### config.mk
export PLATFORM = sky130hd
export DESIGN_NAME = ifmap_decompressor_flat
export DESIGN_NICKNAME = d
export VERILOG_FILES = /design/src/rtl/ifmap_pkg.sv /design/src/rtl/ifmap_decompressor_if.sv /design/src/rtl/ifmap_byte_packer.sv /design/src/rtl/ifmap_decompressor.sv /design/src/flat_wrapper.sv
export SDC_FILE = /design/constraint.sdc
export NUM_CORES = 1
export LEC_CHECK = 0
export CAP_MARGIN = 20
export CORE_UTILIZATION = 50
export DETAILED_ROUTE_END_ITERATION = 8
export MAX_ROUTING_LAYER = met4
export PLACE_DENSITY_LB_ADDON = 0.3
export SLEW_MARGIN = 20
export SYNTH_ARGS = -nofsm -noshare
export SYNTH_HDL_FRONTEND = slang
export SYNTH_HIERARCHICAL = 1
export SYNTH_SLANG_ARGS = --single-unit
### constraint.sdc
create_clock -name clk -period 6.32 [get_ports clk]
set_input_delay 0.632 -clock clk [delete_from_list [all_inputs] [get_ports clk]]
set_output_delay 0.632 -clock clk [all_outputs]
set_load 0.02 [all_outputs]
### src/rtl/ifmap_pkg.sv
// Shared types for the ifmap decompressor: output packet layout, token field
// positions and decoder state encoding.
package ifmap_pkg;

    localparam int TOK_W         = 16;
    localparam int TOK_RUN_BIT   = 15;
    localparam int TOK_VAL_W     = 8;
    localparam int TOKS_PER_WORD = 4;
    localparam int LANES         = 8;

    typedef struct packed {
        logic [63:0] data;
        logic [5:0]  row_idx;
        logic [4:0]  col_idx;
        logic        last;
    } DECOMRPESS_FIFO_PACKET;

    typedef enum logic [2:0] {
        ST_IDLE,
        ST_FETCH,
        ST_DECODE,
        ST_DRAIN,
        ST_DONE
    } dec_state_e;

endpackage

### src/rtl/ifmap_decompressor_if.sv
// Global-buffer read port plus the decompressed-packet port toward ifmap_buffer.
// master = decompressor side, slave = global buffer / ifmap_buffer side.
interface ifmap_decompressor_if;
    import ifmap_pkg::*;

    logic [63:0]           gb_rdata;
    logic                  gb_rvalid;
    logic                  gb_rready;
    logic                  global_buffer_req;
    DECOMRPESS_FIFO_PACKET decompressed_fifo_packet;
    logic                  decompressor_ack;

    modport master (
        input  gb_rdata, gb_rvalid, global_buffer_req,
        output gb_rready, decompressed_fifo_packet, decompressor_ack
    );

    modport slave (
        output gb_rdata, gb_rvalid, global_buffer_req,
        input  gb_rready, decompressed_fifo_packet, decompressor_ack
    );

endinterface

### src/rtl/ifmap_byte_packer.sv
// Collects decoded bytes into an 8-lane group and holds each finished group in
// the packet register until ifmap_buffer takes it.
module ifmap_byte_packer
    import ifmap_pkg::*;
(
    input  logic                  clk,
    input  logic                  rst_n,
    input  logic                  wr_en,
    input  logic [LANES-1:0]      wr_mask,
    input  logic [63:0]           wr_data,
    input  logic                  group_full,
    input  logic [5:0]            row_idx,
    input  logic [4:0]            col_idx,
    input  logic                  last,
    input  logic                  req,
    output DECOMRPESS_FIFO_PACKET pkt,
    output logic                  pkt_valid,
    output logic                  ack
);

    logic [63:0] lane_buf;
    logic [63:0] merged;

    // NOTE: combinational blocks assign every output a default first so no latch is inferred.
    always_comb begin
        merged = lane_buf;
        for (int k = 0; k < LANES; k++) begin
            if (wr_mask[k]) merged[8*k +: 8] = wr_data[8*k +: 8];
        end
    end

    assign ack = pkt_valid && req;

    // NOTE: the lane buffer is reset along with everything else so a partial group never leaks into a new map.
    always_ff @(posedge clk or negedge rst_n) begin
        if (!rst_n) begin
            lane_buf  <= '0;
            pkt       <= '0;
            pkt_valid <= 1'b0;
        end else begin
            // NOTE: state registers use non-blocking assignments so every read sees the pre-edge value.
            if (wr_en) begin
                if (group_full) begin
                    pkt.data    <= merged;
                    pkt.row_idx <= row_idx;
                    pkt.col_idx <= col_idx;
                    pkt.last    <= last;
                    lane_buf    <= '0;
                end else begin
                    lane_buf    <= merged;
                end
            end
            if (wr_en && group_full) pkt_valid <= 1'b1;
            else if (ack)            pkt_valid <= 1'b0;
        end
    end

endmodule

### src/rtl/ifmap_decompressor.sv
// Fetches compressed words, expands literal / zero-run tokens into rows and emits 8-byte packets.
// Optional build macro DECOMP_OVERRUN_CHECK_EN enables the sticky row-overrun err flag.
module ifmap_decompressor
    import ifmap_pkg::*;
#(
    parameter int ROWS      = 35,
    parameter int ROW_BYTES = 256
) (
    input  logic                        clk,
    input  logic                        rst_n,
    input  logic                        start,
    ifmap_decompressor_if.master        bus,
    output logic                        busy,
    output logic                        done,
    output logic                        err
);

    localparam int PTR_W  = $clog2(ROW_BYTES);
    localparam int GROUPS = ROW_BYTES / LANES;

    dec_state_e       state;
    logic [63:0]      word;
    logic [1:0]       tok_idx;
    logic [8:0]       run_rem;
    logic             run_active;
    logic [PTR_W-1:0] byte_ptr;
    logic [5:0]       row_idx;
    logic             rready_q;

    logic             tok_run;
    logic [7:0]       tok_val;
    logic [9:0]       lane, pos, avail, room, n, pos_next, left;
    logic             row_end, group_full, consume, is_lit, last_row, stall, step;
    logic [LANES-1:0] wr_mask;
    logic [63:0]      wr_data;
    logic [4:0]       col_idx;
    logic             col_last;
    logic             pkt_valid, ack;

    assign tok_run = word[{tok_idx, 4'd15}];
    assign tok_val = word[{tok_idx, 4'd0} +: TOK_VAL_W];

    // A pending run continues from run_rem; otherwise the current token defines the byte count.
    always_comb begin
        lane       = {7'd0, byte_ptr[2:0]};
        pos        = 10'(byte_ptr);
        is_lit     = !run_active && !tok_run;
        avail      = run_active ? {1'b0, run_rem} : (tok_run ? 10'(tok_val) + 10'd1 : 10'd1);
        room       = 10'd8 - lane;
        n          = (avail < room) ? avail : room;
        pos_next   = pos + n;
        row_end    = (pos_next == 10'(ROW_BYTES));
        left       = avail - n;
        group_full = ((lane + n) == 10'd8);
        consume    = row_end || (left == 10'd0);
        wr_data    = is_lit ? {LANES{tok_val}} : 64'd0;
        wr_mask    = '0;
        for (int k = 0; k < LANES; k++) begin
            wr_mask[k] = (10'(k) >= lane) && (10'(k) < lane + n);
        end
    end

    assign last_row = (row_idx == 6'(ROWS - 1));
    assign col_idx  = 5'(byte_ptr >> 3);
    assign col_last = (col_idx == 5'(GROUPS - 1));
    assign stall    = group_full && pkt_valid && !ack;
    assign step     = (state == ST_DECODE) && !stall;

    ifmap_byte_packer u_packer (
        .clk        (clk),
        .rst_n      (rst_n),
        .wr_en      (step),
        .wr_mask    (wr_mask),
        .wr_data    (wr_data),
        .group_full (group_full),
        .row_idx    (row_idx),
        .col_idx    (col_idx),
        .last       (col_last),
        .req        (bus.global_buffer_req),
        .pkt        (bus.decompressed_fifo_packet),
        .pkt_valid  (pkt_valid),
        .ack        (ack)
    );

    assign bus.decompressor_ack = ack;
    assign bus.gb_rready        = rready_q;

    always_ff @(posedge clk or negedge rst_n) begin
        if (!rst_n) begin
            state      <= ST_IDLE;
            word       <= '0;
            tok_idx    <= '0;
            run_rem    <= '0;
            run_active <= 1'b0;
            byte_ptr   <= '0;
            row_idx    <= '0;
            rready_q   <= 1'b0;
            busy       <= 1'b0;
            done       <= 1'b0;
        end else begin
            case (state)
                ST_IDLE: begin
                    done <= 1'b0;
                    if (start) begin
                        state      <= ST_FETCH;
                        rready_q   <= 1'b1;
                        busy       <= 1'b1;
                        row_idx    <= '0;
                        byte_ptr   <= '0;
                        run_active <= 1'b0;
                        run_rem    <= '0;
                    end
                end
                ST_FETCH: begin
                    if (bus.gb_rvalid && rready_q) begin
                        word     <= bus.gb_rdata;
                        tok_idx  <= '0;
                        rready_q <= 1'b0;
                        state    <= ST_DECODE;
                    end
                end
                ST_DECODE: begin
                    if (!stall) begin
                        run_active <= !consume;
                        run_rem    <= left[8:0];
                        if (row_end) begin
                            byte_ptr <= '0;
                            if (!last_row) row_idx <= row_idx + 6'd1;
                        end else begin
                            byte_ptr <= pos_next[PTR_W-1:0];
                        end
                        // The final row's end abandons whatever tokens remain in the word.
                        if (row_end && last_row) begin
                            state <= ST_DRAIN;
                        end else if (consume) begin
                            tok_idx <= tok_idx + 2'd1;
                            if (tok_idx == 2'(TOKS_PER_WORD - 1)) begin
                                state    <= ST_FETCH;
                                rready_q <= 1'b1;
                            end
                        end
                    end
                end
                ST_DRAIN: begin
                    if (ack) begin
                        done  <= 1'b1;
                        busy  <= 1'b0;
                        state <= ST_DONE;
                    end
                end
                ST_DONE: begin
                    done  <= 1'b0;
                    state <= ST_IDLE;
                end
                default: state <= ST_IDLE;
            endcase
        end
    end

`ifdef DECOMP_OVERRUN_CHECK_EN
    always_ff @(posedge clk or negedge rst_n) begin
        if (!rst_n)                              err <= 1'b0;
        else if (state == ST_IDLE && start)      err <= 1'b0;
        else if (step && row_end && left != '0)  err <= 1'b1;
    end
`else
    assign err = 1'b0;
`endif

endmodule
### src/flat_wrapper.sv
// flat-port wrapper written by rule: the top's interface ports become plain ports
module ifmap_decompressor_flat import ifmap_pkg::*;
#(
    parameter int ROWS      = 35,
    parameter int ROW_BYTES = 256
)
  (clk, rst_n, start, busy, done, err, bus_gb_rdata, bus_gb_rvalid, bus_global_buffer_req, bus_gb_rready, bus_decompressed_fifo_packet, bus_decompressor_ack);
  ifmap_decompressor_if bus_i ();
  input  logic clk;
  input  logic rst_n;
  input  logic start;
  output logic busy;
  output logic done;
  output logic err;
  input wire logic [$bits(bus_i.gb_rdata)-1:0] bus_gb_rdata;
  input wire logic [$bits(bus_i.gb_rvalid)-1:0] bus_gb_rvalid;
  input wire logic [$bits(bus_i.global_buffer_req)-1:0] bus_global_buffer_req;
  output wire logic [$bits(bus_i.gb_rready)-1:0] bus_gb_rready;
  output wire logic [$bits(bus_i.decompressed_fifo_packet)-1:0] bus_decompressed_fifo_packet;
  output wire logic [$bits(bus_i.decompressor_ack)-1:0] bus_decompressor_ack;
  assign bus_i.gb_rdata = bus_gb_rdata;
  assign bus_i.gb_rvalid = bus_gb_rvalid;
  assign bus_i.global_buffer_req = bus_global_buffer_req;
  assign bus_gb_rready = bus_i.gb_rready;
  assign bus_decompressed_fifo_packet = bus_i.decompressed_fifo_packet;
  assign bus_decompressor_ack = bus_i.decompressor_ack;
  ifmap_decompressor #(.ROWS(ROWS), .ROW_BYTES(ROW_BYTES)) u_core (.clk(clk), .rst_n(rst_n), .start(start), .bus(bus_i), .busy(busy), .done(done), .err(err));
endmodule
==> flow_summary.ini, run 1 <==
[synth]
syn_avg_cell_area_um2 = 11.3
synth.largest_area_cell = dfrtp_1
netlist_top_cells_count = 209 x dfrtp_1, 145 x a21oi_1, 75 x mux2i_1, 42 x mux2_2, 40 x a32o_1
ys_seq_area_share_pct = 47.7
ys_warn_count = 6
synth_edf_count = 0
netlist_top_cells_area = dfrtp_1 48%, mux2i_1 6.8%, a21oi_1 6.6%
yosys_register_bits = 209
syn-cell-area_mm2 = 0.0110
synth_async_sr_flop_share_pct = 100
ys_types = 72
synth.most_common_cell = dfrtp_1
synthCells = 967
synth_top_area_share_pct = 47.7
synthFlopType = dfrtp_1

[critical_path]
crit_arrival_ps = 6380
cp_cell_sequence = mux4_1, ha_1, nand2_1, o21ai_1, ha_1, inv_1, a311oi_1, o311ai_0, o211ai_1, nor4_4, mux2i_2, ha_1, fa_1, or3_1, or3_1, mux2_2, nand2_2, inv_4, buf_16, and4b_1, a211o_1
crit_buf_inv = 3
cp.required_ps = 6710
end_kind = flip-flop
cp_top_family = simple AND/OR/NAND/NOR gates
start_kind = flip-flop
cpMaxStageDelayCell = mux4_1
cp_common_cell = ha_1
max_stage_delay_ps = 620
cp_max_fo = 50
critical_path_class = reg -> reg

[clock_network]
cts_root_buf = clkbuf_16
clkLatencyLatePin_ps = 510
hold_buffers = 0
cts_tree = yes
post_cts_buffers = 0
cts_sinks = 209
htree_levels = 1
ctsLongestPathBuffers = 3
clk_transition_reported_paths_ps = 60
cts_made_buffers = 23
cts_resized = 0

[floorplan]
core_mm2 = 0.0213
initial_core_util_pct = 51.5
std_cell_rows = 53
die_area_mm2 = 0.0225
chipHeight_um = 150
io_pins = 150
die_w_um = 150

[timing]
max_freq_ghz = 0.167
setup-violations-final = 0
fin_skew_ps = 13.7
worstMarginPinSlew_ps = 893
slew_viol_final = 0
period_needed_ps = 5990
relSlewSlack_pct = 40.5
fin_crit_sh_pct = 94.7
finalHoldViolations = 0

[finish]
diodes = 0
nets = 1185
drive_gt1_share_pct = 15.4
stdcell_count = 1383
areaGrowthSynthToFinish_pct = 21.7
final_area_mm2 = 0.0133

[detailed_routing]
met3_length_mm = 1.14
wire_per_inst_um = 18.0
viasPerCell = 5.94
highest_layer = met4
vias = 8217
totalWireLength_mm = 24.9
drtIter0Drc = 619
dr.pass1.iters = 5
antenna_left = 0
met1_length_mm = 11.2
route.detailed.drc = 0
routed-wl-met2_mm = 12.1

[global_routing]
grt_max_degree = 102
grt_pass1_vias = 7905
antenna_found_initial = 0
grt_util_all_layers_pct = 23.2
grt_overflow_total = 0
grt_pass1_wl_mm = 41.0

[place]
portBuffers = 120
placed_cells = 1340
hpwl_mm = 16.1
gp_congestion = 0.872
placed_area_mm2 = 0.0125

[job]
cap_violations = 0

[outcome]
status = complete, no violations

[min_path]
hp-class = in -> async
==> flip-flops by register name, indices dropped and copies added, names as in the netlist <==
name	count
u_core/u_packer/pkt	76
u_core/u_packer/lane_buf	64
u_core/word	36
u_core/run_rem	9
u_core/byte_ptr	8
u_core/row_idx	6
u_core/state	3
u_core/tok_idx	2
u_core/bus.gb_rready	1
u_core/busy	1
u_core/done	1
u_core/run_active	1
u_core/u_packer/pkt_valid	1
==> cell type report <==
cell class                      count  area (um^2)
Sequential cell                   209         5230
Clock buffer                       28          634
Clock inverter                     14          151
Tap cell                          275          344
Timing Repair Buffer              162         1600
Fill cell                        1723         7950
Inverter                           29          111
Multi-Input combinational cell    666         5270
==> worst paths after layout <==
kind | start | endpoint | slack (ps) | cells after the start
max | u_core/tok_idx[0] | u_core/u_packer/lane_buf[8] | 330 | 21
min | rst_n | u_core/u_packer/lane_buf[5] | 90 | 1
max reg2reg | u_core/tok_idx[0] | u_core/u_packer/lane_buf[8] | 330 | 21
min reg2reg | u_core/u_packer/lane_buf[56] | u_core/u_packer/lane_buf[56] | 490 | 1
max in group asynchronous | rst_n | u_core/u_packer/pkt[50] | 4960 | 2
min in group clk | u_core/u_packer/lane_buf[56] | u_core/u_packer/lane_buf[56] | 490 | 1
==> through the flow <==
step / setup slack, ps / TNS (ps) / hold WS [ps] / utilization, %
floorplan: 82.0 / 0 / 336 / -
global placement: 138 / 0 / 472 / 58.7
detailed placement: 64.7 / 0 / 480 / 58.7
CTS: 47.8 / 0 / 102 / 62.4
global route: -20.7 / -78.9 / 122 / 62.7
finish: 333 / 0 / 85.2 / 62.7
==> worst register-to-register path: cells and delay by family (launching register included) <==
kind                     cells  cell delay (ps)
buffers and inverters        3              380
multiplexers                 3             1260
flip-flops                   1              410
AO/OA/AOI/OAI                5             1040
AND/OR/NAND/NOR              6             1550
adder cells (fa/ha/maj)      4             1230
==> logic make-up after synthesis <==
| logic type | after synthesis | synth area share (%) |
|---|---|---|
| buf+inv | 96 | 4.84 |
| simple gates | 182 | 9.88 |
| other cells | 1 | 0.0342 |
| mux | 139 | 15.0 |
| fa+ha+maj | 25 | 2.99 |
| compound gates | 301 | 18.5 |
| xor+xnor | 14 | 1.12 |
| flops | 209 | 47.7 |
==> routing by layer <==
layer / up-vias / track usage (%)
met5: - / -
li1: 3879 / -
met4: 0 / 4.04
met2: 217 / 37.4
met1: 4091 / 32.0
met3: 30 / 2.84
==> placed cells by master (no fill, tap or decap), types with 5 or more instances in the layout <==
| cell | netlist | final |
|---|---|---|
| a211o_1 | 17 | 17 |
| a21o_1 | 9 | 9 |
| a21oi_1 | 145 | 144 |
| a22o_1 | 5 | 5 |
| a31oi_1 | 9 | 9 |
| a32o_1 | 40 | 40 |
| and2_1 | 9 | 9 |
| and4b_1 | 17 | 17 |
| buf_4 | 5 | 36 |
| clkbuf_16 | 0 | 24 |
| clkbuf_8 | 0 | 5 |
| clkdlybuf4s50_1 | 0 | 119 |
| clkinv_2 | 0 | 9 |
| conb_1 | 1 | 5 |
| dfrtp_1 | 209 | 209 |
| ha_1 | 23 | 23 |
| inv_1 | 29 | 28 |
| mux2_2 | 42 | 42 |
| mux2_4 | 10 | 10 |
| mux2i_1 | 75 | 74 |
| nand2_1 | 35 | 34 |
| nand2b_1 | 22 | 22 |
| nand3_1 | 15 | 15 |
| nand4_1 | 6 | 6 |
| nor2_1 | 22 | 21 |
| nor2b_1 | 22 | 21 |
| nor3_1 | 9 | 6 |
| o21ai_0 | 25 | 23 |
| o21ai_2 | 6 | 6 |
| o221ai_1 | 8 | 8 |
| xnor2_1 | 8 | 8 |
| xor2_1 | 6 | 6 |
Power of run 1 is left out: the tool's default activity adds up to more than one toggle a clock period on the data nets, which glitch-free logic cannot reach.
==> run 2: changes to the inputs <==
--- a/config.mk
+++ b/config.mk
@@ -7,6 +7,7 @@
 export LEC_CHECK = 0
 export CAP_MARGIN = 20
 export CORE_UTILIZATION = 50
+export CTS_CLUSTER_DIAMETER = 60
 export DETAILED_ROUTE_END_ITERATION = 8
 export MAX_ROUTING_LAYER = met4
 export PLACE_DENSITY_LB_ADDON = 0.3
==> run 2 against run 1 <==
  * Core utilization about the same
  * Setup slack better by 4.3 ps
  * Count of clock-buffer cells in the layout up 2
  * Cell count unchanged
  * Sequential share of layout area about the same
  * Maximum frequency about the same
==> flow_summary.ini, run 2 (synthesis results as in run 1) <==
[clock_network]
ctsLongestPathBuffers = 3
htree_levels = 1
cts_root_buf = clkbuf_16
clk_transition_reported_paths_ps = 60
clkLatencyLatePin_ps = 510
cts_made_buffers = 23
cts_tree = yes
cts_sinks = 209
hold_buffers = 0

[outcome]
status = complete, no violations

[global_routing]
grt_util_all_layers_pct = 23.4
grt_overflow_total = 0
met3_usage_pct = 2.44
grt_use_met2_pct = 38.0
met1_usage_pct = 31.7
antenna_found_initial = 0
grt_max_degree = 102
grt_pass1_vias = 8029
busiest_layer = met2
grt_pass1_wl_mm = 41.5

[detailed_routing]
viasPerCell = 5.98
dr.pass1.iters = 5
route.detailed.drc = 0
antenna_left = 0
wire_per_inst_um = 18.1
totalWireLength_mm = 25.0
drtIter0Drc = 537
vias = 8264

[place]
placed_cells = 1340
gp_congestion = 0.872
place_ws_ps = 64.7
placed_area_mm2 = 0.0125
hpwl_mm = 16.1
portBuffers = 120

[critical_path]
critical_path_class = reg -> reg
cp_max_fo = 50
start_kind = flip-flop
cpMaxStageDelayCell = mux4_1
cp_cell_sequence = mux4_1, ha_1, nand2_1, o21ai_1, ha_1, inv_1, a311oi_1, o311ai_1, o211ai_1, nor4_4, mux2i_2, ha_1, fa_1, or3_4, or3_1, mux2_2, nand2_2, inv_4, buf_16, and4b_1, a211o_1
cp.required_ps = 6710
reg2reg_depth = 21
end_kind = flip-flop
r2r_end = u_core/u_packer/lane_buf[6]
max_stage_delay_ps = 610
r2r_slack_ps = 340
r2r-start = u_core/tok_idx[0]
crit_arrival_ps = 6370
cp_common_cell = ha_1

[timing]
worst_slack_ps = 337
fin_crit_sh_pct = 94.7
relSlewSlack_pct = 40.5
worstMarginPinSlew_ps = 893
rsz0062_at_grt = false
max_freq_ghz = 0.167
fin_skew_ps = 6.79
setup-violations-final = 0
finalSetupTns_ps = 0
slew_viol_final = 0
finalHoldViolations = 0
period_needed_ps = 5980

[finish]
diodes = 0
drive_gt1_share_pct = 15.8
nets = 1186
layout_common_cells = 208 x dfrtp_1, 144 x a21oi_1, 119 x clkdlybuf4s50_1, 74 x mux2i_1, 42 x mux2_2
layout_commonest_cell = dfrtp_1
nFillCells = 1721
areaGrowthSynthToFinish_pct = 21.8
largest-register = u_core/u_packer/pkt
largest_reg_flops = 76
stdcell_count = 1383
final_area_mm2 = 0.0133
reg_top3 = u_core/u_packer/pkt: 76 flops, u_core/u_packer/lane_buf: 64 flops, u_core/word: 36 flops

[floorplan]
std_cell_rows = 53
core_mm2 = 0.0213
chipHeight_um = 150
die_w_um = 150
die_area_mm2 = 0.0225
io_pins = 150
initial_core_util_pct = 51.5

[job]
cap_violations = 0

[min_path]
hp-class = in -> async
[run 2: critical path: cells and delay by family (launching register included)]
kind	cells	cell delay, ps
buf+inv	3	360
mux	3	1250
fa+ha+maj	4	1240
simple gates	6	1640
compound gates	5	940
flops	1	400
[run 2: repair_timing]
action | in CTS | in global routing
resized for setup | 0 | 18
setup endpoints to repair | 0 | 156
buffers inserted | 0 | 1
[run 2: cell type report]
cell class,count,area [um^2],share of cell area [%]
flip-flops and latches,209,5230,39.2
clock inverters,11,116,0.872
inverters,29,111,0.834
clock buffers,30,662,4.96
well taps,275,344,2.58
repair buffers,163,1610,12.0
multi-input cells,666,5280,39.5
[run 2: worst max path at each step]
stage	startpoint	endpoint	slack, ps	depth (start not counted)
3_5_place_dp	u_core/tok_idx[0]	u_core/u_packer/lane_buf[6]	60	22
3_3_place_gp	u_core/tok_idx[0]	u_core/u_packer/lane_buf[3]	140	22
4_1_cts	u_core/tok_idx[0]	u_core/u_packer/lane_buf[6]	10	22
2_1_floorplan	u_core/tok_idx[0]	u_core/u_packer/pkt[10]	80	24
6_report	u_core/tok_idx[0]	u_core/u_packer/lane_buf[6]	340	21
5_1_grt	u_core/tok_idx[0]	u_core/tok_idx[1]	30	23
[run 2: per-stage QoR]
step | util, % | hold slack, ps
2_1_floorplan | - | 336
4_1_cts | 62.4 | 102
3_5_place_dp | 58.7 | 480
6_report | 62.7 | 94.0
3_3_place_gp | 58.7 | 472
5_1_grt | 62.7 | 129
[run 2: metal layers]
metal	vias up	routed length (um)
li1	3890	-
met1	4138	11300
met2	199	12200
met3	37	1030
met4	0	545
met5	-	0
Power of run 2 is left out for the same reason.
==> run 3: changes to the inputs <==
--- a/config.mk
+++ b/config.mk
@@ -7,7 +7,7 @@
 export LEC_CHECK = 0
 export CAP_MARGIN = 20
 export CORE_UTILIZATION = 50
-export CTS_CLUSTER_DIAMETER = 60
+export CTS_CLUSTER_DIAMETER = 50
 export DETAILED_ROUTE_END_ITERATION = 8
 export MAX_ROUTING_LAYER = met4
 export PLACE_DENSITY_LB_ADDON = 0.3
==> run 3 against run 2 <==
  * Count of clock-buffer cells in the layout up 1
  * Wire length about the same
  * Die area unchanged
  * Global-route usage about the same
  * Setup slack worse by 42 ps
  * Largest cell class unchanged
==> flow_summary.ini, run 3 (synthesis results as in run 1) <==
[global_routing]
met3_usage_pct = 2.84
grt_use_met2_pct = 37.9
antenna_found_initial = 0
grt_max_degree = 102
grt_overflow_total = 0
grt_util_all_layers_pct = 23.4
met1_usage_pct = 32.0
busiest_layer = met2
grt_pass1_wl_mm = 41.5
grt_pass1_vias = 7950

[timing]
max_freq_ghz = 0.166
period_needed_ps = 6020
slew_viol_final = 0
fin_crit_sh_pct = 95.3
relSlewSlack_pct = 41.4
worstMarginPinSlew_ps = 879
setup-violations-final = 0
rsz0062_at_grt = false
finalSetupTns_ps = 0
finalHoldViolations = 0
fin_skew_ps = 10.8
fin_hold_ws_ps = 91.2

[detailed_routing]
vias = 8225
route.detailed.drc = 0
viasPerCell = 5.96
antenna_left = 0
drtIter0Drc = 470
dr.pass1.iters = 5
totalWireLength_mm = 25.0
wire_per_inst_um = 18.1

[finish]
areaGrowthSynthToFinish_pct = 21.6
largest-register = u_core/u_packer/pkt
nFillCells = 1711
drive_gt1_share_pct = 15.3
nets = 1188
final_util_pct = 62.6
diodes = 0
regArea_mm2 = 0.00523
multiInputGateArea_mm2 = 0.00529
stdcell_count = 1381
layout_common_cells = 208 x dfrtp_1, 144 x a21oi_1, 119 x clkdlybuf4s50_1, 74 x mux2i_1, 42 x mux2_2
layout_commonest_cell = dfrtp_1
reg_top3 = u_core/u_packer/pkt: 76 flops, u_core/u_packer/lane_buf: 64 flops, u_core/word: 36 flops
largest_reg_flops = 76

[critical_path]
cp_common_cell = ha_1
critical_path_class = reg -> reg
r2r-start = u_core/tok_idx[0]
start_kind = flip-flop
cpMaxStageDelayCell = mux4_1
end_kind = flip-flop
crit_arrival_ps = 6420
cp_cell_sequence = mux4_1, ha_1, xnor2_1, o21ai_0, ha_1, o311ai_1, o211ai_1, nor4_4, mux2i_2, ha_1, fa_1, or3_4, or3_1, mux2_2, nand2_2, inv_4, buf_16, and4b_1, a211o_1
max_stage_delay_ps = 610
cp.required_ps = 6710
cp_max_fo = 50
cp-startpoint = u_core/tok_idx[0]

[place]
gp_congestion = 0.872
hpwl_mm = 16.1
placed_cells = 1340
portBuffers = 120

[floorplan]
die_area_mm2 = 0.0225
std_cell_rows = 53
core_mm2 = 0.0213
die_w_um = 150
initial_core_util_pct = 51.5
io_pins = 150
chipHeight_um = 150

[min_path]
hp-class = in -> async

[clock_network]
cts_sinks = 209
cts_made_buffers = 24
clkLatencyLatePin_ps = 510
ctsLongestPathBuffers = 3
cts_root_buf = clkbuf_16
clk_transition_reported_paths_ps = 60
hold_buffers = 0
htree_levels = 1
cts_tree = yes

[outcome]
status = complete, no violations

[job]
cap_violations = 0
run 3: cell count changes in the layout (fill, tap and decap cells not counted), moves of 2 or more:
cell	previous run	this run
clkbuf_1	1	5
clkbuf_16	24	26
clkbuf_8	7	2
clkinv_2	6	2
clkinv_4	2	0
run 3: cell type report:
cell class                      instances  area share, %
Clock buffer                           31           4.94
Inverter                               29          0.835
Timing Repair Buffer                  163           12.0
Tap cell                              275           2.58
Multi-Input combinational cell        667           39.6
Sequential cell                       209           39.2
Clock inverter                          7          0.732
run 3: worst paths after layout:
kind | end | cells past startpoint | slack (ps)
setup / recovery | u_core/u_packer/lane_buf[6] | 19 | 300
hold / removal | u_core/u_packer/lane_buf[9] | 1 | 90
setup reg to reg | u_core/u_packer/lane_buf[6] | 19 | 300
hold reg to reg | u_core/u_packer/lane_buf[51] | 1 | 490
max in group asynchronous | u_core/u_packer/pkt[42] | 2 | 4970
min in group clk | u_core/u_packer/lane_buf[51] | 1 | 490
run 3: critical path, delay by kind of cell, from the launching register on:
kind | cells | cell delay [ps]
xor gates and xnor gates | 1 | 140
muxes | 3 | 1240
AOI/OAI and AO/OA | 4 | 990
adders and majority gates | 4 | 1240
buffers and inverters | 2 | 310
and+or+nand+nor | 5 | 1580
DFF | 1 | 400
run 3: per-layer routing:
| metal | vias up | share of wire (%) |
|---|---|---|
| li1 | 3885 | - |
| met1 | 4089 | 45 |
| met2 | 221 | 49 |
| met3 | 30 | 4.6 |
| met4 | 0 | 1.5 |
| met5 | - | 0 |
run 3: stage by stage:
stage / setup WS (ps) / cell area [um^2]
after floorplan: 82.0 / 11000
after global placement: 138 / 12500
after global routing: 3.19 / 13300
after CTS: 0.342 / 13300
final: 295 / 13300
after detailed placement: 64.7 / 12500
run 3: repair_timing:
action                     CTS  global route
buffers inserted             0             1
gates resized for setup      0            18
setup endpoints to repair    0           156
Power of run 3 is left out for the same reason.
